**config.mk**
```make
export PLATFORM = sky130hd
export DESIGN_NAME = uart_rx_deserializer
export DESIGN_NICKNAME = d
export VERILOG_FILES = /design/src/rtl/uart_pkg.sv /design/src/rtl/uart_baud_tick.sv /design/src/rtl/uart_rx_deserializer.sv
export SDC_FILE = /design/constraint.sdc
export NUM_CORES = 1
export LEC_CHECK = 0
export BUFFER_PORTS_ARGS = -buffer_cell sky130_fd_sc_hd__buf_2
export CORE_MARGIN = 3
export CORE_UTILIZATION = 55
export DETAILED_ROUTE_END_ITERATION = 7
export PLACE_DENSITY = 0.78
export REMOVE_ABC_BUFFERS = 1
export SYNTH_ARGS = -nofsm -noshare
export SYNTH_HDL_FRONTEND = slang
export SYNTH_HIERARCHICAL = 1
export SYNTH_SLANG_ARGS = --single-unit
```
**constraint.sdc**
```tcl
create_clock -name clk -period 1.9 [get_ports clk]
set_input_delay 0.095 -clock clk [delete_from_list [all_inputs] [get_ports clk]]
set_output_delay 0.095 -clock clk [all_outputs]
set_load 0.05 [all_outputs]
```
**src/rtl/uart_pkg.sv**
```systemverilog
// Constants, state encoding and baud-divider helper shared by the UART RX and TX blocks.
package uart_pkg;

    localparam int DATA_BITS = 8;

    typedef enum logic [2:0] {
        IDLE,
        START,
        DATA,
        STOP,
        BREAK
    } uart_state_e;

    // Clocks per oversample tick, rounded to nearest.
    function automatic int calc_div(input int clk_freq, input int baud, input int oversample);
        int rate;
        rate = baud * oversample;
        return (clk_freq + rate / 2) / rate;
    endfunction

endpackage

```
**src/rtl/uart_baud_tick.sv**
```systemverilog
// Free-running mod-DIV divider producing a one-clock sample_tick on each wrap.
module uart_baud_tick #(
    parameter int DIV = 54
) (
    input  logic clk,
    input  logic rst_n,
    output logic sample_tick
);

    localparam int            CW   = (DIV > 1) ? $clog2(DIV) : 1;
    localparam logic [CW-1:0] LAST = CW'(DIV - 1);

    logic [CW-1:0] r_cnt;
    logic          r_tick;

    // NOTE: sequential state is always updated with non-blocking assignments.
    always_ff @(posedge clk or negedge rst_n) begin
        if (!rst_n) begin
            r_cnt  <= '0;
            r_tick <= 1'b0;
        end else begin
            r_tick <= (r_cnt == LAST);
            if (r_cnt == LAST) begin
                r_cnt <= '0;
            end else begin
                r_cnt <= r_cnt + 1'b1;
            end
        end
    end

    assign sample_tick = r_tick;

endmodule

```
**src/rtl/uart_rx_deserializer.sv**
```systemverilog
// 8N1 UART receiver, LSB first, with oversampled mid-bit sampling and framing-error detection.
module uart_rx_deserializer
    import uart_pkg::*;
#(
    parameter int CLK_FREQ   = 100_000_000,
    parameter int BAUD       = 115_200,
    parameter int OVERSAMPLE = 16
) (
    input  logic                 clk,
    input  logic                 rst_n,
    input  logic                 rx,
    output logic [DATA_BITS-1:0] data_out,
    output logic                 rx_done_tick,
    output logic                 frame_err,
    output logic                 busy
);

    localparam int            DIV       = calc_div(CLK_FREQ, BAUD, OVERSAMPLE);
    localparam int            TW        = $clog2(OVERSAMPLE);
    localparam logic [TW-1:0] MID_TICK  = TW'(OVERSAMPLE / 2 - 1);
    localparam logic [TW-1:0] LAST_TICK = TW'(OVERSAMPLE - 1);
    localparam logic [2:0]    LAST_BIT  = 3'(DATA_BITS - 1);

    logic                 w_sample_tick;
    logic                 w_rx_s;
    logic [1:0]           r_sync;
    uart_state_e          r_state,    w_state_nxt;
    logic [TW-1:0]        r_tick_cnt, w_tick_nxt;
    logic [2:0]           r_bit_cnt,  w_bit_nxt;
    logic [DATA_BITS-1:0] r_shift,    w_shift_nxt;
    logic [DATA_BITS-1:0] r_data,     w_data_nxt;
    logic                 r_done,     w_done_nxt;
    logic                 r_err,      w_err_nxt;

    uart_baud_tick #(.DIV(DIV)) u_baud_tick (
        .clk         (clk),
        .rst_n       (rst_n),
        .sample_tick (w_sample_tick)
    );

    // Synchronizer resets to the idle-line level so reset release is not seen as a start edge.
    always_ff @(posedge clk or negedge rst_n) begin
        if (!rst_n) begin
            r_sync <= 2'b11;
        end else begin
            r_sync <= {r_sync[0], rx};
        end
    end

    assign w_rx_s = r_sync[1];

    // NOTE: every combinational output gets a default first so no latch is inferred.
    always_comb begin
        w_state_nxt = r_state;
        w_tick_nxt  = r_tick_cnt;
        w_bit_nxt   = r_bit_cnt;
        w_shift_nxt = r_shift;
        w_data_nxt  = r_data;
        w_done_nxt  = 1'b0;
        w_err_nxt   = 1'b0;
        if (w_sample_tick) begin
            unique case (r_state)
                IDLE: begin
                    if (!w_rx_s) begin
                        w_state_nxt = START;
                        w_tick_nxt  = '0;
                    end
                end
                START: begin
                    if (r_tick_cnt == MID_TICK) begin
                        if (w_rx_s) begin
                            w_state_nxt = IDLE;
                        end else begin
                            w_state_nxt = DATA;
                            w_tick_nxt  = '0;
                            w_bit_nxt   = '0;
                        end
                    end else begin
                        w_tick_nxt = r_tick_cnt + 1'b1;
                    end
                end
                DATA: begin
                    if (r_tick_cnt == LAST_TICK) begin
                        w_shift_nxt = {w_rx_s, r_shift[DATA_BITS-1:1]};
                        w_tick_nxt  = '0;
                        if (r_bit_cnt == LAST_BIT) begin
                            w_state_nxt = STOP;
                        end else begin
                            w_bit_nxt = r_bit_cnt + 1'b1;
                        end
                    end else begin
                        w_tick_nxt = r_tick_cnt + 1'b1;
                    end
                end
                STOP: begin
                    if (r_tick_cnt == LAST_TICK) begin
                        w_tick_nxt = '0;
                        if (w_rx_s) begin
                            w_data_nxt  = r_shift;
                            w_done_nxt  = 1'b1;
                            w_state_nxt = IDLE;
                        end else begin
                            w_err_nxt   = 1'b1;
                            w_state_nxt = BREAK;
                        end
                    end else begin
                        w_tick_nxt = r_tick_cnt + 1'b1;
                    end
                end
                BREAK: begin
                    if (w_rx_s) begin
                        w_state_nxt = IDLE;
                    end
                end
                default: w_state_nxt = IDLE;
            endcase
        end
    end

    always_ff @(posedge clk or negedge rst_n) begin
        if (!rst_n) begin
            r_state    <= IDLE;
            r_tick_cnt <= '0;
            r_bit_cnt  <= '0;
            r_shift    <= '0;
            r_data     <= '0;
            r_done     <= 1'b0;
            r_err      <= 1'b0;
        end else begin
            r_state    <= w_state_nxt;
            r_tick_cnt <= w_tick_nxt;
            r_bit_cnt  <= w_bit_nxt;
            r_shift    <= w_shift_nxt;
            r_data     <= w_data_nxt;
            r_done     <= w_done_nxt;
            r_err      <= w_err_nxt;
        end
    end

    assign data_out     = r_data;
    assign rx_done_tick = r_done;
    assign frame_err    = r_err;
    assign busy         = (r_state != IDLE);

endmodule

```
# [After elaboration in Yosys (flattened, before gate mapping)]
# Index checks and enable logic that the tools add are counted.
[word_totals] wordCells=66 ff_bits=37 out_inout_bits=11
[op_classes] n_reduce_logical=10 n_addsub=3 mux=27 eq_ne=16
[ops] operator="$mux W3" count=11
[ops] operator="$ne A2 B2 Y1 const B" count=8
[ops] operator="$pmux W3 S5" count=1
[ops] operator="$mux W4" count=3
[ops] operator="$pmux W4 S3" count=1
[ops] operator="$mux W1" count=8
[ops] operator="$reduce_and A7 Y1" count=1
[ops] operator="$add A6 B1 Y6 const B" count=1
[ops] operator="$eq A3 B2 Y1 const B" count=2
[ops] operator="$eq A3 B3 Y1 const B" count=2
[ops] operator="$eq A6 B6 Y1 const B" count=1
[ops] operator="$mux W6" count=1
[ops] operator="$pmux W3 S2" count=1
[ops] operator="$reduce_and A6 Y1" count=1
[ops] operator="$reduce_bool A3 Y1" count=2
[ops] operator="$add A4 B1 Y4 const B" count=1
[ops] operator="$eq A4 B3 Y1 const B" count=1
[ops] operator="$eq A4 B4 Y1 const B" count=1
[ops] operator="$reduce_and A4 Y1" count=1
[ops] operator="$add A3 B1 Y3 const B" count=1
[ops] operator="$eq A3 B1 Y1 const B" count=1
[ops] operator="$logic_not A3 Y1" count=1
[ops] operator="$reduce_and A3 Y1" count=1
[ops] operator="$mux W2" count=1
[ops] operator="other kinds (3)" count=3

# [Depth between registers and ports, before layout]
[logic_depth] ltp_word=4 ltp_mapped=6 depth_no_buf=6

# [Cells and area by module]
# The synthesis kept the hierarchy.
[modules_own_cells] module="uart_rx_deserializer" n_inst=1 cells_per_inst=112 area_per_inst_um2=1353.8
[modules_own_cells] module="uart_baud_tick" n_inst=1 cells_per_inst=29 area_per_inst_um2=304.0

# [Worst setup path before layout]
# No wires, ideal clock.
[synth_timing] path_kind="reg2reg" startpoint="register r_tick_cnt[0]" endpoint="register r_data[0], in the netlist data_out[0]" setup_slack_ns=0.141 path_stages_with_launch=6 required_ns=1.775 t_arrival_ns=1.635 path_buffers=0 path_cell_list="dfrtp_1 -> ha_1 -> and3_1 -> nand4b_1 -> nor2_2 -> mux2_2"
[synth_between] elab_chain_len=2
[synth_lines] element="start, declared" line_no="uart_rx_deserializer.sv:28" text="logic [TW-1:0] r_tick_cnt, w_tick_nxt;"
[synth_lines] element="start signal, assigned" line_no="uart_rx_deserializer.sv:131" text="r_tick_cnt <= w_tick_nxt;"
[synth_lines] element="$eq A4 B4 Y1" line_no="uart_rx_deserializer.sv:96" text="if (r_tick_cnt == LAST_TICK) begin"
[synth_lines] element="$reduce_and A4 Y1 (no line)"
[synth_lines] element="end signal, assigned" line_no="uart_rx_deserializer.sv:134" text="r_data <= w_data_nxt;"
[synth_lines] element="end, declared" line_no="uart_rx_deserializer.sv:31" text="logic [DATA_BITS-1:0] r_data, w_data_nxt;"
# Every way passes these cells.
# A chain may end at the register's enable or synchronous reset.

# [Final worst setup path]
[layout_timing] startpoint="register r_tick_cnt[0]" endpoint="register r_bit_cnt[0]"
[layout_between] elab_chain_len=3 word_cells_on_any_way=5
[layout_lines] element="$eq A4 B4 Y1 / $eq A4 B3 Y1 (equally long branches)" line_no="uart_rx_deserializer.sv:83, uart_rx_deserializer.sv:70"
[layout_lines] element="$ne A2 B2 Y1 (no line)"
[layout_lines] element="$reduce_and A6 Y1 (no line) *"
[layout_lines] element="end signal, assigned" line_no="uart_rx_deserializer.sv:132" text="r_bit_cnt <= w_bit_nxt;"
[layout_lines] element="end, declared" line_no="uart_rx_deserializer.sv:29" text="logic [2:0] r_bit_cnt, w_bit_nxt;"
# Every way passes the cells marked *; elsewhere a longest branch is shown, timed or not.

==> metrics <==
Mapped Cells=about 140; PostCTS Resize Cnt=0; # diodes=0; f_max=between 500 and 600 MHz; Max Cap Violations=0; main flop type after synthesis=dfrtp_1; DRT Pass-1 Iters=4; root buffer cell=clkbuf_4; TritonCTS clock tree=built; total core area=0.00281 mm2; Netlist cell types=36; Cells after DPL=approximately 190; critical path capture point type=register; maximum vdd ir drop=between 0.0005 and 0.0006 V; worst setup path startpoint=r_tick_cnt[0]$_DFFE_PN0P_; gr ovfl total=0; Worst path slowest cell=dfrtp_1; P&R area growth vs syn=14.3%; clock-pin slew on the worst setup and hold paths=0.11 ns; P_leak=around 0.95 nW; register area share after synthesis=between 50% and 60%; Mapped Avg Cell Area=between 10 and 15 um2; WP buf/inv=1; final hold violation count=0; setup_tns=0 ns; Crit Path Max Fanout=5; largest net degree at the start of global routing=38; drt wl/cell=13.9 um; Setup-failing EPs final=0; Post-DP HPWL=between 2 and 2.5 mm; clock latency at the later pin of the worst-skew pair=0.35 ns; RSZ-0062 raised after global routing=no; number of setup buffers added after CTS=0; routed vias/inst=~5.7; Hold Buf Count CTS=2; fin util=between 60 and 70%; CP peak stage delay=roughly 0.4 ns; slew margin rel.=about half; H-tree levels=2; minimum clock period=1.73 ns; total routed wirelength=roughly 2.8 mm; worst path required time=approximately 2.2 ns; cts bufs inserted=5; GPL Wtd Cong=about 0.92; CTS Sinks=37; detailed router's first-iteration violation count=between 60 and 70; DIE AREA=around 0.0037 mm2; fin crit share=91.3%; GRT Total Usage=17.4%; final net count=about 170; Die X=60.9 um; Die Height=around 61 um; post-placement cell area=between 0.0015 and 0.002 mm2; vias in the first global route=1076; Hold Path Class=in2async; Final Max Tran Viols=0; Ys Warns=6; Pwr Total=1.34 mW; initial antenna violation count=0; CTS max path bufs=2; EDFF count, synth=0; via count=between 1000 and 1500; Fillers=around 210; Pwr Density=about 710 mW/mm2; asr flop ratio synth=100%; Setup CP Type=reg2reg; FF-to-FF Start=r_tick_cnt[0]$_DFFE_PN0P_; clk_skew=~0.010 ns; register bit total from synthesis=37; CP cell instances=ha_1 -> buf_4 -> nand2_1 -> o32a_1 -> a211o_1 -> a21o_1; critical path launch point type=register; Residual DRC=0; Initial Utilization=between 50 and 60%; post-route ant nets=0; Synth Cell Area=0.00166 mm2; CP Data Arrival Time=about 2 ns; Final Cell Area=0.00189 mm2; layout cells sized above 1=28.1%; IO Count=14; first-pass GRT wire length=approximately 4.6 mm; status=completed; Finished Layout Cells=roughly 200; # rows=19; Port Buffers=13; Slew @ Worst Pin=0.770 ns; CP top delay family=compound AO/OA/AOI/OAI gates
-- registers in the layout, summed over array words and instances, names as in the netlist --
register                 cells
u_baud_tick/r_cnt            6
r_sync                       2
r_bit_cnt                    3
data_out                     8
u_baud_tick/sample_tick      1
r_tick_cnt                   4
r_shift                      8
frame_err                    1
r_state                      3
rx_done_tick                 1
-- area by class of cell --
type,count,area (um2),share of cell area (%)
Sequential cell,37,928,49.0
Multi-Input combinational cell,95,694,36.7
Timing Repair Buffer,22,138,7.27
Clock buffer,6,41.3,2.18
Tap cell,31,38.8,2.05
Clock inverter,2,35.0,1.85
Inverter,5,18.8,0.991
-- report_power, final --
group	switching, mW	leakage [nW]	total (mW)	internal (mW)
Sequential	0.00124	0.496	0.792	0.791
Clock	0.250	0.0422	0.526	0.276
Combinational	0.0172	0.413	0.0232	0.00604
Total	0.269	0.951	1.34	1.07
-- synthesized netlist by cell type (2+ instances only) --
cell	n	area, um2
nor2_1	8	30.0
clkbuf_1	3	11.3
o22ai_1	2	12.5
a21oi_1	2	10.0
nor3_1	4	20.0
nor2b_1	2	12.5
nand2b_1	3	18.8
nor3b_1	2	15.0
o21ai_0	3	15.0
ha_1	5	62.6
a21o_1	4	30.0
mux2_2	17	191
o2bb2ai_1	2	17.5
xor2_1	2	17.5
inv_1	5	18.8
dfstp_2	2	52.6
xnor2_1	2	17.5
nand2_1	13	48.8
nand3_1	7	35.0
mux2i_1	3	30.0
dfrtp_1	35	876
-- routing by layer --
metal | wire [um] | part of all wire [%] | track usage (%)
met2 | 1360 | 49 | 27.5
met5 | 0 | 0 | 0
met1 | 1250 | 45 | 22.0
met4 | 45 | 1.6 | 8.36
met3 | 107 | 3.9 | 5.11
-- kinds of logic (layout without fill, tap and decap cells) --
group                      Yosys count  count (layout)  synth area share [%]
adders and majority gates            5               5                  3.77
DFF                                 37              37                  56.0
buffers and inverters                9              35                  2.11
and+or+nand+nor                     46              46                  14.0
xor gates and xnor gates             4               4                  2.11
AOI/OAI and AO/OA                   20              20                  8.60
muxes                               20              20                  13.4
-- stage by stage --
stage                     hold slack [ns]  worst slack, ns
after detailed placement            0.202            0.167
final                               0.348            0.166
after global routing                0.370           0.0239
after global placement              0.201            0.203
after CTS                           0.362            0.160
after floorplan                    -0.201            0.135
-- placed cells by master, fill, tap and decap left out, types with 2 or more instances in the layout --
cell,Yosys,layout
xor2_1,2,2
ha_1,5,5
mux2_2,17,17
nand2_1,13,13
clkbuf_4,0,5
nor3b_1,2,2
o21ai_0,3,3
dlygate4sd3_1,0,2
nor3_1,4,4
mux2i_1,3,3
dfstp_2,2,2
xnor2_1,2,2
nand3_1,7,7
nor2b_1,2,2
dfrtp_1,35,35
inv_1,5,5
buf_2,1,13
o2bb2ai_1,2,2
a21oi_1,2,2
nand2b_1,3,3
nor2_1,8,8
buf_4,0,7
o22ai_1,2,2
a21o_1,4,4
-- worst paths after layout --
path | end | slack (ns) | cells past startpoint
setup / recovery | r_bit_cnt[0]$_DFFE_PN0P_ | 0.17 | 6
hold / removal | r_tick_cnt[3]$_DFFE_PN0P_ | 0.35 | 2
setup reg to reg | r_bit_cnt[0]$_DFFE_PN0P_ | 0.17 | 6
hold reg to reg | r_sync[1]$_DFF_PN1_ | 0.36 | 0
max in group asynchronous | r_shift[0]$_DFFE_PN0P_ | 1.06 | 2
min in group clk | r_sync[1]$_DFF_PN1_ | 0.36 | 0
No activity file was read; power rests on OpenSTA's default activity.
